[src/rtl/key_pkg.sv]
// Shared types and defaults for the key debouncer.
package key_pkg;

  typedef enum logic [1:0] {
    ST_IDLE       = 2'd0,
    ST_PRESS_DB   = 2'd1,
    ST_HELD       = 2'd2,
    ST_RELEASE_DB = 2'd3
  } key_state_t;

  localparam int DEBOUNCE_CYCLES_DEF = 50_000;
  localparam int LONG_CYCLES_DEF     = 1_500_000;

  // Counter width for a count range of n, never narrower than one bit.
  function automatic int cnt_width(input int n);
    return (n > 1) ? $clog2(n) : 1;
  endfunction

endpackage

[src/rtl/key_debounce_ch.sv]
// One key channel: 2-flop synchronizer, debounce FSM and, when
// KEY_LONG_PRESS_EN is defined, the long-press counter.
module key_debounce_ch
  import key_pkg::*;
#(
  parameter int DEBOUNCE_CYCLES = DEBOUNCE_CYCLES_DEF,
  parameter int LONG_CYCLES     = LONG_CYCLES_DEF
) (
  input  logic clk,
  input  logic rst_n,
  input  logic key_raw,
  output logic key_level,
  output logic key_press,
  output logic key_release,
  output logic key_long
);

  localparam int              DB_W    = cnt_width(DEBOUNCE_CYCLES);
  localparam logic [DB_W-1:0] DB_LAST = DB_W'(DEBOUNCE_CYCLES - 1);

  logic            sync1_q, sync1_d, sync2_q, sync2_d;
  key_state_t      state_q, state_d;
  logic [DB_W-1:0] db_cnt_q, db_cnt_d;
  logic            level_q, level_d;
  logic            press_q, press_d;
  logic            release_q, release_d;

  // Synchronizer feed and debounce next-state logic.
  always_comb begin
    sync1_d   = key_raw;
    sync2_d   = sync1_q;
    state_d   = state_q;
    db_cnt_d  = db_cnt_q;
    level_d   = level_q;
    press_d   = 1'b0;
    release_d = 1'b0;
    case (state_q)
      ST_IDLE: begin
        if (sync2_q) begin
          state_d  = ST_PRESS_DB;
          db_cnt_d = {DB_W{1'b0}};
        end else begin
          state_d = ST_IDLE;
        end
      end
      ST_PRESS_DB: begin
        if (!sync2_q) begin
          state_d = ST_IDLE;
        end else if (db_cnt_q == DB_LAST) begin
          state_d = ST_HELD;
          level_d = 1'b1;
          press_d = 1'b1;
        end else begin
          db_cnt_d = db_cnt_q + DB_W'(1);
        end
      end
      ST_HELD: begin
        if (!sync2_q) begin
          state_d  = ST_RELEASE_DB;
          db_cnt_d = {DB_W{1'b0}};
        end else begin
          state_d = ST_HELD;
        end
      end
      ST_RELEASE_DB: begin
        if (sync2_q) begin
          state_d = ST_HELD;
        end else if (db_cnt_q == DB_LAST) begin
          state_d   = ST_IDLE;
          level_d   = 1'b0;
          release_d = 1'b1;
        end else begin
          db_cnt_d = db_cnt_q + DB_W'(1);
        end
      end
      default: begin
        state_d  = ST_IDLE;
        db_cnt_d = {DB_W{1'b0}};
        level_d  = 1'b0;
      end
    endcase
  end

  // Synchronizer, FSM and registered event outputs.
  always_ff @(posedge clk or negedge rst_n) begin
    if (!rst_n) begin
      sync1_q   <= 1'b0;
      sync2_q   <= 1'b0;
      state_q   <= ST_IDLE;
      db_cnt_q  <= {DB_W{1'b0}};
      level_q   <= 1'b0;
      press_q   <= 1'b0;
      release_q <= 1'b0;
    end else begin
      sync1_q   <= sync1_d;
      sync2_q   <= sync2_d;
      state_q   <= state_d;
      db_cnt_q  <= db_cnt_d;
      level_q   <= level_d;
      press_q   <= press_d;
      release_q <= release_d;
    end
  end

  assign key_level   = level_q;
  assign key_press   = press_q;
  assign key_release = release_q;

`ifdef KEY_LONG_PRESS_EN
  localparam int              LG_W    = cnt_width(LONG_CYCLES);
  localparam logic [LG_W-1:0] LG_LAST = LG_W'(LONG_CYCLES - 1);

  logic [LG_W-1:0] long_cnt_q, long_cnt_d;
  logic            long_done_q, long_done_d;
  logic            long_q, long_d;

  // Long-press counter; a release in the firing cycle wins so events never overlap.
  always_comb begin
    long_cnt_d  = long_cnt_q;
    long_done_d = long_done_q;
    long_d      = 1'b0;
    if (press_d) begin
      long_cnt_d  = {LG_W{1'b0}};
      long_done_d = 1'b0;
    end else if (state_q == ST_HELD || state_q == ST_RELEASE_DB) begin
      if (long_cnt_q != LG_LAST) begin
        long_cnt_d = long_cnt_q + LG_W'(1);
      end else if (!long_done_q && !release_d) begin
        long_d      = 1'b1;
        long_done_d = 1'b1;
      end else begin
        long_d = 1'b0;
      end
    end else begin
      long_d = 1'b0;
    end
  end

  // Long-press registers.
  always_ff @(posedge clk or negedge rst_n) begin
    if (!rst_n) begin
      long_cnt_q  <= {LG_W{1'b0}};
      long_done_q <= 1'b0;
      long_q      <= 1'b0;
    end else begin
      long_cnt_q  <= long_cnt_d;
      long_done_q <= long_done_d;
      long_q      <= long_d;
    end
  end

  assign key_long = long_q;
`else
  assign key_long = 1'b0;
`endif

endmodule

[src/rtl/key_debounce.sv]
// Multi-key debouncer top: one independent channel per key.
// Long-press detection is built only when KEY_LONG_PRESS_EN is defined.
module key_debounce
  import key_pkg::*;
#(
  parameter int N_KEYS          = 2,
  parameter int DEBOUNCE_CYCLES = DEBOUNCE_CYCLES_DEF,
  parameter int LONG_CYCLES     = LONG_CYCLES_DEF
) (
  input  logic              Sys_CLK,
  input  logic              Sys_RST,
  input  logic [N_KEYS-1:0] Key,
  output logic [N_KEYS-1:0] Key_Level,
  output logic [N_KEYS-1:0] Key_Press,
  output logic [N_KEYS-1:0] Key_Release,
  output logic [N_KEYS-1:0] Key_Long
);

  for (genvar g = 0; g < N_KEYS; g++) begin : g_ch
    key_debounce_ch #(
      .DEBOUNCE_CYCLES(DEBOUNCE_CYCLES),
      .LONG_CYCLES    (LONG_CYCLES)
    ) u_ch (
      .clk        (Sys_CLK),
      .rst_n      (Sys_RST),
      .key_raw    (Key[g]),
      .key_level  (Key_Level[g]),
      .key_press  (Key_Press[g]),
      .key_release(Key_Release[g]),
      .key_long   (Key_Long[g])
    );
  end

endmodule

[config.mk]
export PLATFORM = sky130hd
export DESIGN_NAME = key_debounce
export DESIGN_NICKNAME = d
export VERILOG_FILES = /design/src/rtl/key_pkg.sv /design/src/rtl/key_debounce_ch.sv /design/src/rtl/key_debounce.sv
export SDC_FILE = /design/constraint.sdc
export NUM_CORES = 1
export LEC_CHECK = 0
export CAP_MARGIN = 20
export CORE_MARGIN = 3
export CORE_UTILIZATION = 40
export CTS_BUF_LIST = sky130_fd_sc_hd__clkbuf_2
export DETAILED_ROUTE_END_ITERATION = 8
export HOLD_SLACK_MARGIN = 0.03
export PLACE_DENSITY = 0.6
export SLEW_MARGIN = 20
export SYNTH_ARGS = -nofsm -noshare
export SYNTH_HDL_FRONTEND = slang
export SYNTH_HIERARCHICAL = 1
export SYNTH_SLANG_ARGS = --single-unit
[constraint.sdc]
create_clock -name Sys_CLK -period 4.35 [get_ports Sys_CLK]
set_input_delay 0.87 -clock Sys_CLK [delete_from_list [all_inputs] [get_ports Sys_CLK]]
set_output_delay 0.87 -clock Sys_CLK [all_outputs]
set_load 0.01 [all_outputs]
# Word-level counts from Yosys, hierarchy flattened
# Index checks and enable logic that the tools add are counted.
dict set report word_totals {
  out_inout_bits 8
  reg_bits 46
  input_bits 4
}
dict set report classes {
  mux 46
  add_sub_neg 2
  n_eq_ne 24
  reduce_logical 10
}
# cell count
set ops {}
lappend ops {{$mux W16} 10}
lappend ops {{$pmux W16 S4} 2}
lappend ops {{$add A16 B1 Y16 const B} 2}
lappend ops {{$eq A16 B16 Y1 const B} 2}
lappend ops {{$mux W1} 22}
lappend ops {{$mux W2} 8}
lappend ops {{$ne A2 B1 Y1 const B} 8}
lappend ops {{$pmux W2 S4} 2}
lappend ops {{$reduce_and A5 Y1} 2}
lappend ops {{$eq A2 B2 Y1 const B} 4}
lappend ops {{$ne A2 B2 Y1 const B} 4}
lappend ops {{$reduce_and A4 Y1} 2}
lappend ops {{$ne A3 B1 Y1 const B} 2}
lappend ops {{$ne A3 B3 Y1 const B} 2}
lappend ops {{$eq A2 B1 Y1 const B} 2}
lappend ops {{$logic_not A2 Y1} 2}
lappend ops {{$pmux W1 S2} 2}
lappend ops {{$reduce_and A2 Y1} 2}
lappend ops {{$reduce_bool A2 Y1} 2}

# Longest topological paths before layout
# Gate-level depths: netlist of run 1.
dict set report depth {
  depth_word 4
  depth_mapped 7
}

# Modules after synthesis
# The synthesis of run 1 kept the hierarchy.
# mod seq_area_each_um2 cells_per_inst area_per_inst_um2 instances
set modules_own_cells {}
lappend modules_own_cells {{key_debounce_ch (g_ch[1].u_ch)} 575.6 124 1282.5 1}
lappend modules_own_cells {{key_debounce_ch (g_ch[0].u_ch)} 575.6 120 1206.2 1}

# Least setup slack after synthesis of run 1
# No wires, ideal clock.
dict set report synth_path {
  kind {reg-to-reg}
  startpoint {register g_ch[0].u_ch.db_cnt_q[11]}
  endpoint {register g_ch[0].u_ch.db_cnt_q[12]}
  stages_incl_launch_ff 7
  t_arrival_ps 1897
  path_slack_ps 2376
  setup_ps 78
  n_path_buf 2
  required_ps 4272
  cell_sequence {dfrtp_1 or4_4 o41ai_4 buf_6 buf_12 o31ai_1 a21oi_1}
}
dict set report synth_via {
  elab_chain_cells 4
  word_cells_on_any_way 6
  cone_classes {add/sub: 1; eq/ne: 1; mux: 4}
}
# element line
set synth_rtl {}
lappend synth_rtl {{start, declared} key_debounce_ch.sv:23} ;# logic [DB_W-1:0] db_cnt_q, db_cnt_d;
lappend synth_rtl {{start signal, assigned} key_debounce_ch.sv:90} ;# db_cnt_q <= {DB_W{1'b0}};
lappend synth_rtl {{start signal, assigned} key_debounce_ch.sv:98} ;# db_cnt_q <= db_cnt_d;
lappend synth_rtl {{$add A16 B1 Y16 or $eq A16 B16 Y1 (tied branches)} -}
lappend synth_rtl {{$mux W16 (*)} {key_debounce_ch.sv:49, key_debounce_ch.sv:68}}
lappend synth_rtl {{$mux W16 (on tied branches)} {key_debounce_ch.sv:66, key_debounce_ch.sv:47}}
lappend synth_rtl {{$pmux W16 S4 (*)} key_debounce_ch.sv:37} ;# case (state_q)
# Mark *: on every way between the ends. The rest lies on a longest branch, timed or not. The select of a mux whose other input is x is not followed.
# A chain may end at the register's enable or synchronous reset.

# Worst setup path in the final report of run 1
dict set report layout_path {
  startpoint {register g_ch[1].u_ch.db_cnt_q[13]}
  endpoint {register g_ch[1].u_ch.db_cnt_q[0]}
}
dict set report layout_via {
  elab_chain_cells 4
  word_cells_on_any_way 5
  cone_classes {eq/ne: 1; mux: 4}
}
# element line
set layout_rtl {}
lappend layout_rtl {{start, declared} key_debounce_ch.sv:23}
lappend layout_rtl {{start signal, assigned} key_debounce_ch.sv:90}
lappend layout_rtl {{start signal, assigned} key_debounce_ch.sv:98}
lappend layout_rtl {{$eq A16 B16 Y1 (*)} {key_debounce_ch.sv:49, key_debounce_ch.sv:68}}
lappend layout_rtl {{$mux W16 (*)} -}
lappend layout_rtl {{$mux W16 (on tied branches)} -}
lappend layout_rtl {{$pmux W16 S4 (*)} -}
# Marked as above.

==> results.py, run 1 <==
metrics = {
    "synthesis": {
        "synthMuxAreaShare": 0.0191,
        "async_reset_ff_frac": 1.00,
        "yosys_register_bits": 46,
        "synthAdderAreaFrac": 0.0101,
        "synth_flop_cell": "dfrtp_1",
        "synth.most_common_cell": "dfrtp_1",
        "synth_xor_area_frac": 0.0206,
        "synthDistinctLibCells": 56,
        "synthesis.area_um2": 2490,
        "synth-simple-area-share": 0.265,
        "synth_edf_count": 0,
        "synth_compound_area_frac": 0.169,
        "yosys.area.top_type_share": 0.463,
        "synth_area_leaders": "dfrtp_1 46%, or4_1 5.1%, o31ai_1 4.5%, a21oi_1 4.0%, nand4_1 3.3%",
        "syn_nets": 250,
        "seq_area_frac_synth": 0.463,
        "syn_avg_cell_area_um2": 10.2,
        "yosys_warnings": 6,
        "synth_common_cells": "46 x dfrtp_1, 20 x a21oi_1, 19 x nand2_1",
        "synthCells": 244,
        "synth_top_cell_by_area": "dfrtp_1",
        "synth_top_family_by_area": "simple AND/OR/NAND/NOR gates",
    },
    "critical_path": {
        "path_cells": "or4_4 > nor4_4 > or2_2 > o21ai_0",
        "crit_type": "flop to flop",
        "r2r_slack_ns": 1.82,
        "critPathLaunchType": "flop",
        "path_max_fanout": 22,
        "critPathLaunch": "g_ch[1].u_ch/db_cnt_q[13]$_DFFE_PN0P_",
        "cp_num_buf_inv": 0,
        "crit_family": "simple AND/OR/NAND/NOR gates",
        "worstPathArrival_ns": 2.85,
        "slowest_stage": "nor4_4",
        "critPathCaptureType": "flop",
        "r2r_start": "g_ch[1].u_ch/db_cnt_q[13]$_DFFE_PN0P_",
        "max_stage_delay_ns": 0.92,
        "crit_required_ns": 4.68,
    },
    "power_and_ir_drop": {
        "sw_frac_of_total": 0.288,
        "p_comb_frac": 0.077,
        "total_leakage_power_nw": 1.05,
        "p_int_mw": 0.502,
        "pwr-share-seq": 0.658,
        "pwr_density_cell_nw_per_um2": 268,
        "p_clk_frac": 0.265,
        "power.total_mw": 0.705,
        "power.switching_mw": 0.203,
        "ir_drop_mv": 0.179,
    },
    "floorplan": {
        "die_x_um": 84.9,
        "rows": 28,
        "io_pins": 12,
        "die_area_um2": 7200,
        "start_util": 0.418,
        "dieHeight_um": 84.9,
        "core_area_um2": 5960,
    },
    "sta": {
        "relSlewSlack": 0.313,
        "fmax_mhz": 396,
        "hold_violations": 0,
        "tightestPinTransition_ns": 1.02,
        "fin_crit_ns": 2.53,
        "fin_skew_ns": 0.0355,
        "post-route-period-util": 0.581,
        "setup-tns-final_ns": 0,
        "rsz0062_at_grt": "false",
        "finalSetupViolations": 0,
        "report.final.slew_viol_count": 0,
    },
    "status": {
        "status": "completed",
    },
    "worst_hold_path": {
        "hold_class": "input port to async pin",
    },
    "layout": {
        "multiInputGateArea_um2": 1210,
        "layout-drive-gt1-share": 0.0952,
        "fin_nets": 257,
        "nFillCells": 597,
        "fin_cells": 327,
        "seqCellArea_um2": 1150,
        "area_delta_synth_final_pct": 5.88,
        "final_area_um2": 2640,
        "diodes": 0,
    },
    "routing": {
        "ant_nets": 0,
        "dr.pass1.iters": 4,
        "avgRoutedWirePerCell_um": 15.7,
        "num_vias": 1928,
        "routed_via_density": 5.90,
        "drt_iter0_markers": 39,
        "routed_wl_um": 5130,
        "route.detailed.drc": 0,
    },
    "clocking": {
        "cts_hold_buf": 0,
        "cts_setup_buffers": 0,
        "clk_pin_slew_ns": 0.27,
        "htree_num_levels": 2,
        "worstSkewPairLatency_ns": 0.44,
        "cts_root_buffer": "clkbuf_2",
        "cts.path.max_buffers": 2,
        "cts_tree": "yes",
        "numCtsBuffers": 5,
        "clkSinkCount": 46,
        "cts_resized": 0,
    },
    "placed_design": {
        "globalplace.congestion": 0.811,
        "place_inst": 319,
        "numPortBuffers": 9,
        "place_area_um2": 2590,
        "post-dp-hpwl_um": 3500,
    },
    "grt": {
        "antenna_found_initial": 0,
        "grt_pass1_vias": 1889,
        "grt_pass1_wl_um": 9000,
        "grt_usage": 0.153,
        "grt_remaining_overflow": 0,
        "grt_max_degree": 35,
    },
    "job": {
        "drv_cap": 0,
    },
}
worst register-to-register path, delay by kind of cell, from the launching register on:
family	cells	cell delay, ns
and+or+nand+nor	3	1.81
DFF	1	0.49
AOI/OAI and AO/OA	1	0.11
worst paths after layout:
path	to	depth (start not counted)
max in group asynchronous	g_ch[1].u_ch/state_q[0]$_DFFE_PN0P_	2
setup reg to reg	g_ch[1].u_ch/db_cnt_q[0]$_DFFE_PN0P_	4
hold / removal	g_ch[1].u_ch/db_cnt_q[14]$_DFFE_PN0P_	1
setup / recovery	g_ch[1].u_ch/db_cnt_q[0]$_DFFE_PN0P_	4
min in group Sys_CLK	g_ch[0].u_ch/sync2_q$_DFF_PN0_	0
hold reg to reg	g_ch[0].u_ch/sync2_q$_DFF_PN0_	0
stage by stage:
| stage | worst slack [ns] | utilization | hold slack (ns) |
|---|---|---|---|
| CTS | 1.83 | 0.442 | 0.261 |
| finish | 1.82 | 0.442 | 0.265 |
| floorplan | 2.38 | - | 0.331 |
| global placement | 1.90 | 0.435 | 0.332 |
| global route | 1.69 | 0.442 | 0.245 |
| detailed placement | 1.86 | 0.435 | 0.335 |
logic make-up after synthesis:
kind of cell / Yosys count
AO/OA/AOI/OAI: 63
XOR/XNOR: 5
adder cells (fa/ha/maj): 2
buffers and inverters: 19
flip-flops: 46
multiplexers: 4
other: 2
AND/OR/NAND/NOR: 103
metal layers:
layer,GRT usage,vias to the layer above,routed length (um)
met5,0,-,0
met4,0.0460,0,71
met3,0.0350,8,167
met2,0.234,31,2360
met1,0.217,941,2530
li1,-,948,-
area by class of cell:
class / instances / area share
multi-input cells: 179 / 0.461
flip-flops and latches: 46 / 0.437
repair buffers: 11 / 0.0380
well taps: 75 / 0.0356
inverters: 8 / 0.0114
clock buffers: 5 / 0.00950
clock inverters: 3 / 0.00807
sequential cells by signal, summed over array words and instances (netlist names), named ones only:
name / cells
g_ch.u_ch/key_press: 2
g_ch.u_ch/sync2_q: 2
g_ch.u_ch/key_release: 2
g_ch.u_ch/key_level: 2
g_ch.u_ch/state_q: 2
g_ch.u_ch/sync1_q: 2
g_ch.u_ch/db_cnt_q: 32
power groups by stage:
stage	Sequential, mW	Combinational (mW)	Clock (mW)
6_report	0.464	0.0542	0.187
5_1_grt	0.467	0.0625	0.213
4_1_cts	0.464	0.0552	0.197
3_5_place_dp	0.471	0.0550	0
3_3_place_gp	0.471	0.0538	0
2_1_floorplan	0.464	0.0406	0
placed cells by master, fill, tap and decap left out, types with 3 or more instances in the layout:
master           netlist  layout
nand3_1                8       8
o21ai_1                3       3
a22o_1                 4       4
dfrtp_1               46      46
clkdlybuf4s50_1        0       8
o21ai_0               10      10
nand4_1               13      13
a21oi_1               20      20
clkbuf_2               1       5
and3_1                 8       8
and4_1                 6       6
nand2_1               19      19
nor2_1                 8       8
o31ai_1               15      15
inv_1                  7       7
or4_1                 17      17
Note: power is estimated with default switching activity, not from simulation.
==> run 2: changes to the inputs <==
--- a/config.mk
+++ b/config.mk
@@ -11,7 +11,7 @@
 export CTS_BUF_LIST = sky130_fd_sc_hd__clkbuf_2
 export DETAILED_ROUTE_END_ITERATION = 8
 export HOLD_SLACK_MARGIN = 0.03
-export PLACE_DENSITY = 0.6
+export PLACE_DENSITY = 0.62
 export SLEW_MARGIN = 20
 export SYNTH_ARGS = -nofsm -noshare
 export SYNTH_HDL_FRONTEND = slang
==> constraint.sdc (replaced) <==
create_clock -name Sys_CLK -period 2.2 [get_ports Sys_CLK]
set_input_delay 0.44 -clock Sys_CLK [delete_from_list [all_inputs] [get_ports Sys_CLK]]
set_output_delay 0.44 -clock Sys_CLK [all_outputs]
set_load 0.01 [all_outputs]
==> run 2 against run 1 <==
Compared with the run above: cell count increased by 2.8%; combinational power increased by 110%; die area unchanged; global-route usage increased by 0.79 points; critical path depth increased by 1; utilization increased by 1.5 points; via count increased by 5.5%; clock skew decreased by 0.022 ns; maximum frequency increased by 23%; non-clock buffer count increased by 9; critical path type unchanged; largest cell class unchanged.
==> results.py, run 2 (synthesis gave the netlist of run 1 again) <==
metrics = {
    "layout": {
        "largest_reg_flops": 32,
        "area_delta_synth_final_pct": 9.55,
        "layout_common_cells": "46 x dfrtp_1, 20 x a21oi_1, 19 x nand2_1",
        "diodes": 0,
        "final_common_cell": "dfrtp_1",
        "top_register": "g_ch.u_ch/db_cnt_q",
        "fin_nets": 266,
        "utilization": 0.458,
        "layout-drive-gt1-share": 0.126,
    },
    "critical_path": {
        "max_stage_delay_ns": 0.55,
        "critPathCaptureType": "flop",
        "path_max_fanout": 22,
        "path_cells": "or4_4 > nor4_4 > buf_4 > nor3_2 > mux2_4",
        "worstPathArrival_ns": 2.39,
        "rr_worst_depth": 5,
        "r2r_start": "g_ch[1].u_ch/db_cnt_q[10]$_DFFE_PN0P_",
        "crit_required_ns": 2.53,
        "r2r_slack_ns": 0.14,
        "crit_family": "simple AND/OR/NAND/NOR gates",
        "cp_num_buf_inv": 1,
        "r2r-end": "g_ch[1].u_ch/db_cnt_q[14]$_DFFE_PN0P_",
        "crit_type": "flop to flop",
        "critPathLaunchType": "flop",
        "slowest_stage": "or4_4",
    },
    "sta": {
        "fmax_mhz": 485,
        "fin_skew_ns": 0.0134,
        "rsz0062_at_grt": "false",
        "relSlewSlack": 0.485,
        "hold_violations": 0,
        "tightestPinTransition_ns": 0.770,
        "fin_ws_ns": 0.139,
        "fin_crit_ns": 2.06,
        "report.final.slew_viol_count": 0,
        "finalSetupViolations": 0,
        "setup-tns-final_ns": 0,
        "post-route-period-util": 0.937,
    },
    "power_and_ir_drop": {
        "ir_drop_mv": 0.331,
        "total_leakage_power_nw": 1.10,
        "pwr_density_cell_nw_per_um2": 551,
    },
    "routing": {
        "num_vias": 2035,
        "dr.pass1.iters": 4,
        "drt_iter0_markers": 121,
        "route.detailed.drc": 0,
        "avgRoutedWirePerCell_um": 15.8,
        "routed_wl_um": 5310,
        "ant_nets": 0,
        "routed_via_density": 6.06,
    },
    "grt": {
        "antenna_found_initial": 0,
        "grt_pass1_vias": 1991,
        "grt_remaining_overflow": 0,
        "grt_max_degree": 47,
        "grt_pass1_wl_um": 9510,
        "grt_usage": 0.161,
    },
    "clocking": {
        "htree_num_levels": 2,
        "worstSkewPairLatency_ns": 0.41,
        "clkSinkCount": 46,
        "cts_hold_buf": 0,
        "cts_setup_buffers": 0,
        "cts_resized": 0,
        "cts_tree": "yes",
        "clk_pin_slew_ns": 0.25,
        "cts.path.max_buffers": 2,
        "cts_root_buffer": "clkbuf_2",
        "numCtsBuffers": 5,
    },
    "placed_design": {
        "dp_slack_ns": 0.167,
        "numPortBuffers": 9,
        "globalplace.congestion": 0.798,
        "post-dp-hpwl_um": 3670,
    },
    "floorplan": {
        "die_x_um": 84.9,
        "rows": 28,
        "dieHeight_um": 84.9,
        "io_pins": 12,
        "core_area_um2": 5960,
        "die_area_um2": 7200,
        "start_util": 0.418,
    },
    "status": {
        "status": "completed",
    },
    "worst_hold_path": {
        "hold_class": "input port to async pin",
    },
    "job": {
        "drv_cap": 0,
    },
}
run 2: how the worst max path moves through the flow:
stage / startpoint / endpoint / slack, ns / cells after the start
4_1_cts: g_ch[1].u_ch/db_cnt_q[10]$_DFFE_PN0P_ / g_ch[1].u_ch/db_cnt_q[14]$_DFFE_PN0P_ / 0.14 / 5
5_1_grt: g_ch[0].u_ch/db_cnt_q[11]$_DFFE_PN0P_ / g_ch[0].u_ch/db_cnt_q[4]$_DFFE_PN0P_ / 0.0008 / 4
3_3_place_gp: g_ch[0].u_ch/db_cnt_q[11]$_DFFE_PN0P_ / g_ch[0].u_ch/db_cnt_q[4]$_DFFE_PN0P_ / 0.19 / 4
3_5_place_dp: g_ch[0].u_ch/db_cnt_q[11]$_DFFE_PN0P_ / g_ch[0].u_ch/db_cnt_q[4]$_DFFE_PN0P_ / 0.17 / 4
2_1_floorplan: g_ch[0].u_ch/db_cnt_q[11]$_DFFE_PN0P_ / g_ch[0].u_ch/db_cnt_q[12]$_DFFE_PN0P_ / 0.23 / 6
6_report: g_ch[1].u_ch/db_cnt_q[10]$_DFFE_PN0P_ / g_ch[1].u_ch/db_cnt_q[14]$_DFFE_PN0P_ / 0.14 / 5
run 2: report_power, final:
group          total [mW]  switching [mW]  internal (mW)
Clock               0.475           0.285          0.191
Combinational       0.112          0.0670         0.0453
Sequential          0.915          0.0415          0.874
Total                1.50           0.393           1.11
run 2: through the flow:
step / instance area, um2 / hold WS (ns) / total power [mW] / cells
floorplan: 2490 / 0.144 / 0.999 / 244
global placement: 2660 / 0.333 / 1.04 / 328
detailed placement: 2660 / 0.336 / 1.04 / 328
CTS: 2730 / 0.0648 / 1.53 / 336
global route: 2730 / 0.0686 / 1.59 / 336
finish: 2730 / 0.0673 / 1.50 / 336
run 2: layout make-up:
| type | count | area, um2 |
|---|---|---|
| Clock buffer | 5 | 25.0 |
| Clock inverter | 3 | 45.0 |
| Fill cell | 565 | 3230 |
| Inverter | 8 | 30.0 |
| Multi-Input combinational cell | 179 | 1210 |
| Sequential cell | 46 | 1150 |
| Tap cell | 75 | 93.8 |
| Timing Repair Buffer | 20 | 168 |
run 2: routing by layer:
layer,part of all wire,GRT usage,vias up,wire length [um]
met2,0.50,0.275,33,2630
li1,-,-,968,-
met4,0.015,0.0475,0,82
met3,0.029,0.0311,8,155
met5,0,0,-,0
met1,0.46,0.207,1026,2440
run 2: worst reg2reg max path: stages, from the launching register on:
cell     delay [ns]
dfrtp_1        0.50
or4_4          0.55
nor4_4         0.27
buf_4          0.28
nor3_2         0.08
mux2_4         0.30
==> run 3: changes to the inputs <==
--- a/config.mk
+++ b/config.mk
@@ -10,6 +10,7 @@
 export CORE_UTILIZATION = 40
 export CTS_BUF_LIST = sky130_fd_sc_hd__clkbuf_2
 export DETAILED_ROUTE_END_ITERATION = 8
+export GPL_TIMING_DRIVEN = 0
 export HOLD_SLACK_MARGIN = 0.03
 export PLACE_DENSITY = 0.62
 export SLEW_MARGIN = 20
==> run 3 against run 2 <==
Compared with the run above: first-iteration DRC count shrank 9.9%; utilization grew 0.50 points; maximum frequency shrank 5.2%; clock power shrank 20%; count of clock-buffer cells in the layout is the same; combinational power grew 13%; die area is the same; sequential power is essentially flat; non-clock buffer count grew 3; hold slack gained 0.32 ns; setup slack lost 0.11 ns; highest routed layer unchanged; power shrank 5.6%.
==> results.py, run 3 (synthesis gave the netlist of run 1 again) <==
metrics = {
    "status": {
        "status": "completed",
    },
    "sta": {
        "post-route-period-util": 0.989,
        "finalSetupViolations": 0,
        "fin_skew_ns": 0.0302,
        "hold_violations": 0,
        "fin_ws_ns": 0.0247,
        "report.final.slew_viol_count": 0,
        "holdWs_ns": 0.390,
        "fmax_mhz": 460,
        "relSlewSlack": 0.495,
        "tightestPinTransition_ns": 0.754,
        "fin_crit_ns": 2.18,
        "rsz0062_at_grt": "false",
    },
    "power_and_ir_drop": {
        "p_comb_frac": 0.089,
        "pwr-share-seq": 0.645,
        "pwr_density_cell_nw_per_um2": 515,
        "total_leakage_power_nw": 1.12,
        "p_int_mw": 1.01,
        "p_clk_frac": 0.267,
        "power.switching_mw": 0.407,
        "sw_frac_of_total": 0.287,
        "ir_drop_mv": 0.363,
    },
    "grt": {
        "grt_max_degree": 33,
        "use_met2": 0.263,
        "gr-usage-met3": 0.0320,
        "grt_pass1_vias": 1929,
        "grt_pass1_wl_um": 9400,
        "grt_remaining_overflow": 0,
        "grt_usage": 0.160,
        "antenna_found_initial": 0,
        "grtUsageMet1": 0.222,
        "grt_most_used_layer": "met2",
    },
    "floorplan": {
        "start_util": 0.418,
        "io_pins": 12,
        "core_area_um2": 5960,
        "die_area_um2": 7200,
        "rows": 28,
        "die_x_um": 84.9,
        "dieHeight_um": 84.9,
    },
    "critical_path": {
        "crit_type": "flop to flop",
        "path_max_fanout": 10,
        "critPathLaunchType": "flop",
        "critPathLaunch": "g_ch[1].u_ch/db_cnt_q[13]$_DFFE_PN0P_",
        "r2r_slack_ns": 0.02,
        "worstPathArrival_ns": 2.52,
        "r2r_start": "g_ch[1].u_ch/db_cnt_q[13]$_DFFE_PN0P_",
        "crit_required_ns": 2.55,
        "critPathCaptureType": "flop",
        "rr_worst_depth": 5,
    },
    "job": {
        "drv_cap": 0,
    },
    "routing": {
        "routed_via_density": 5.82,
        "ant_nets": 0,
        "routed_wl_um": 5380,
        "avgRoutedWirePerCell_um": 15.9,
        "route.detailed.drc": 0,
        "num_vias": 1973,
        "drt_iter0_markers": 109,
        "dr.pass1.iters": 4,
    },
    "layout": {
        "layout-drive-gt1-share": 0.125,
        "fin_nets": 269,
        "utilization": 0.463,
        "layout_common_cells": "45 x dfrtp_1, 20 x a21oi_1, 19 x nand2_1",
        "area_delta_synth_final_pct": 10.8,
        "final_common_cell": "dfrtp_1",
        "diodes": 0,
        "top_register": "g_ch.u_ch/db_cnt_q",
        "largest_reg_flops": 32,
        "fin_cells": 339,
    },
    "placed_design": {
        "post-dp-hpwl_um": 3780,
        "numPortBuffers": 9,
        "globalplace.congestion": 0.841,
        "place_inst": 329,
        "dp_slack_ns": -0.0506,
    },
    "clocking": {
        "htree_num_levels": 2,
        "cts_tree": "yes",
        "cts_root_buffer": "clkbuf_2",
        "worstSkewPairLatency_ns": 0.42,
        "numCtsBuffers": 5,
        "clk_pin_slew_ns": 0.27,
        "clkSinkCount": 46,
        "cts.path.max_buffers": 2,
    },
    "worst_hold_path": {
        "hold_class": "flop to flop",
        "min_path_cells": 0,
        "worstHoldStart": "g_ch[0].u_ch/sync1_q$_DFF_PN0_",
    },
}
==> run 3: cell count changes in the layout (fill, tap and decap cells not counted), sizes merged <==
cell,previous run,this run
clkbuf,5,9
buf,12,10
bufinv,1,0
clkinv,0,1
clkinvlp,2,1
dlygate4sd3,0,1
inv,8,9
==> run 3: how the worst min path moves through the flow <==
| stage | endpoint | slack (ns) |
|---|---|---|
| after floorplan | async pin | 0.14 |
| after global placement | g_ch[1].u_ch/sync2_q$_DFF_PN0_ | 0.33 |
| after detailed placement | g_ch[0].u_ch/sync2_q$_DFF_PN0_ | 0.34 |
| after CTS | g_ch[0].u_ch/sync1_q$_DFF_PN0_ | 0.39 |
| after global routing | g_ch[0].u_ch/sync1_q$_DFF_PN0_ | 0.36 |
| final | g_ch[0].u_ch/sync2_q$_DFF_PN0_ | 0.39 |
==> run 3: power by group through the flow <==
| stage | Clock [mW] | Combinational [mW] | Sequential, mW |
|---|---|---|---|
| final | 0.379 | 0.126 | 0.915 |
| after global placement | 0 | 0.119 | 0.927 |
| after floorplan | 0 | 0.0803 | 0.918 |
| after global routing | 0.428 | 0.141 | 0.920 |
| after detailed placement | 0 | 0.126 | 0.927 |
| after CTS | 0.399 | 0.129 | 0.913 |
==> run 3: worst max-delay path, stage by stage, from the launching register on <==
cell and delay [ns]:
dfrtp_1 0.48, or4_4 0.56, nor4_4 0.42, buf_6 0.21, buf_8 0.14, mux2_1 0.32
==> run 3: repair_timing <==
item,CTS,global route
hold buffers,1,0
setup endpoints to repair,5,2
gates resized for setup,0,1
buffers inserted,1,0
endpoints found under the hold margin,14,0
pin swaps,1,0
==> run 3: area by class of cell <==
cell class | count | area [um2]
Fill cell | 568 | 3200
Buffer | 11 | 93.8
Clock buffer | 5 | 25.0
Tap cell | 75 | 93.8
Multi-Input combinational cell | 179 | 1210
Sequential cell | 46 | 1150
Timing Repair Buffer | 12 | 123
Clock inverter | 3 | 25.0
Inverter | 8 | 30.0
==> run 3: through the flow <==
stage,cell area (um2),TNS [ns],power (mW)
2_1_floorplan,2490,0,0.999
3_3_place_gp,2670,-31.84,1.05
3_5_place_dp,2690,-0.152,1.05
4_1_cts,2760,0,1.44
5_1_grt,2760,0,1.49
6_report,2760,0,1.42
==> run 3: per-layer routing <==
| layer | vias up | wire length (um) |
|---|---|---|
| met5 | - | 0 |
| met4 | 0 | 29 |
| met3 | 2 | 134 |
| met2 | 21 | 2560 |
| met1 | 969 | 2660 |
| li1 | 981 | - |
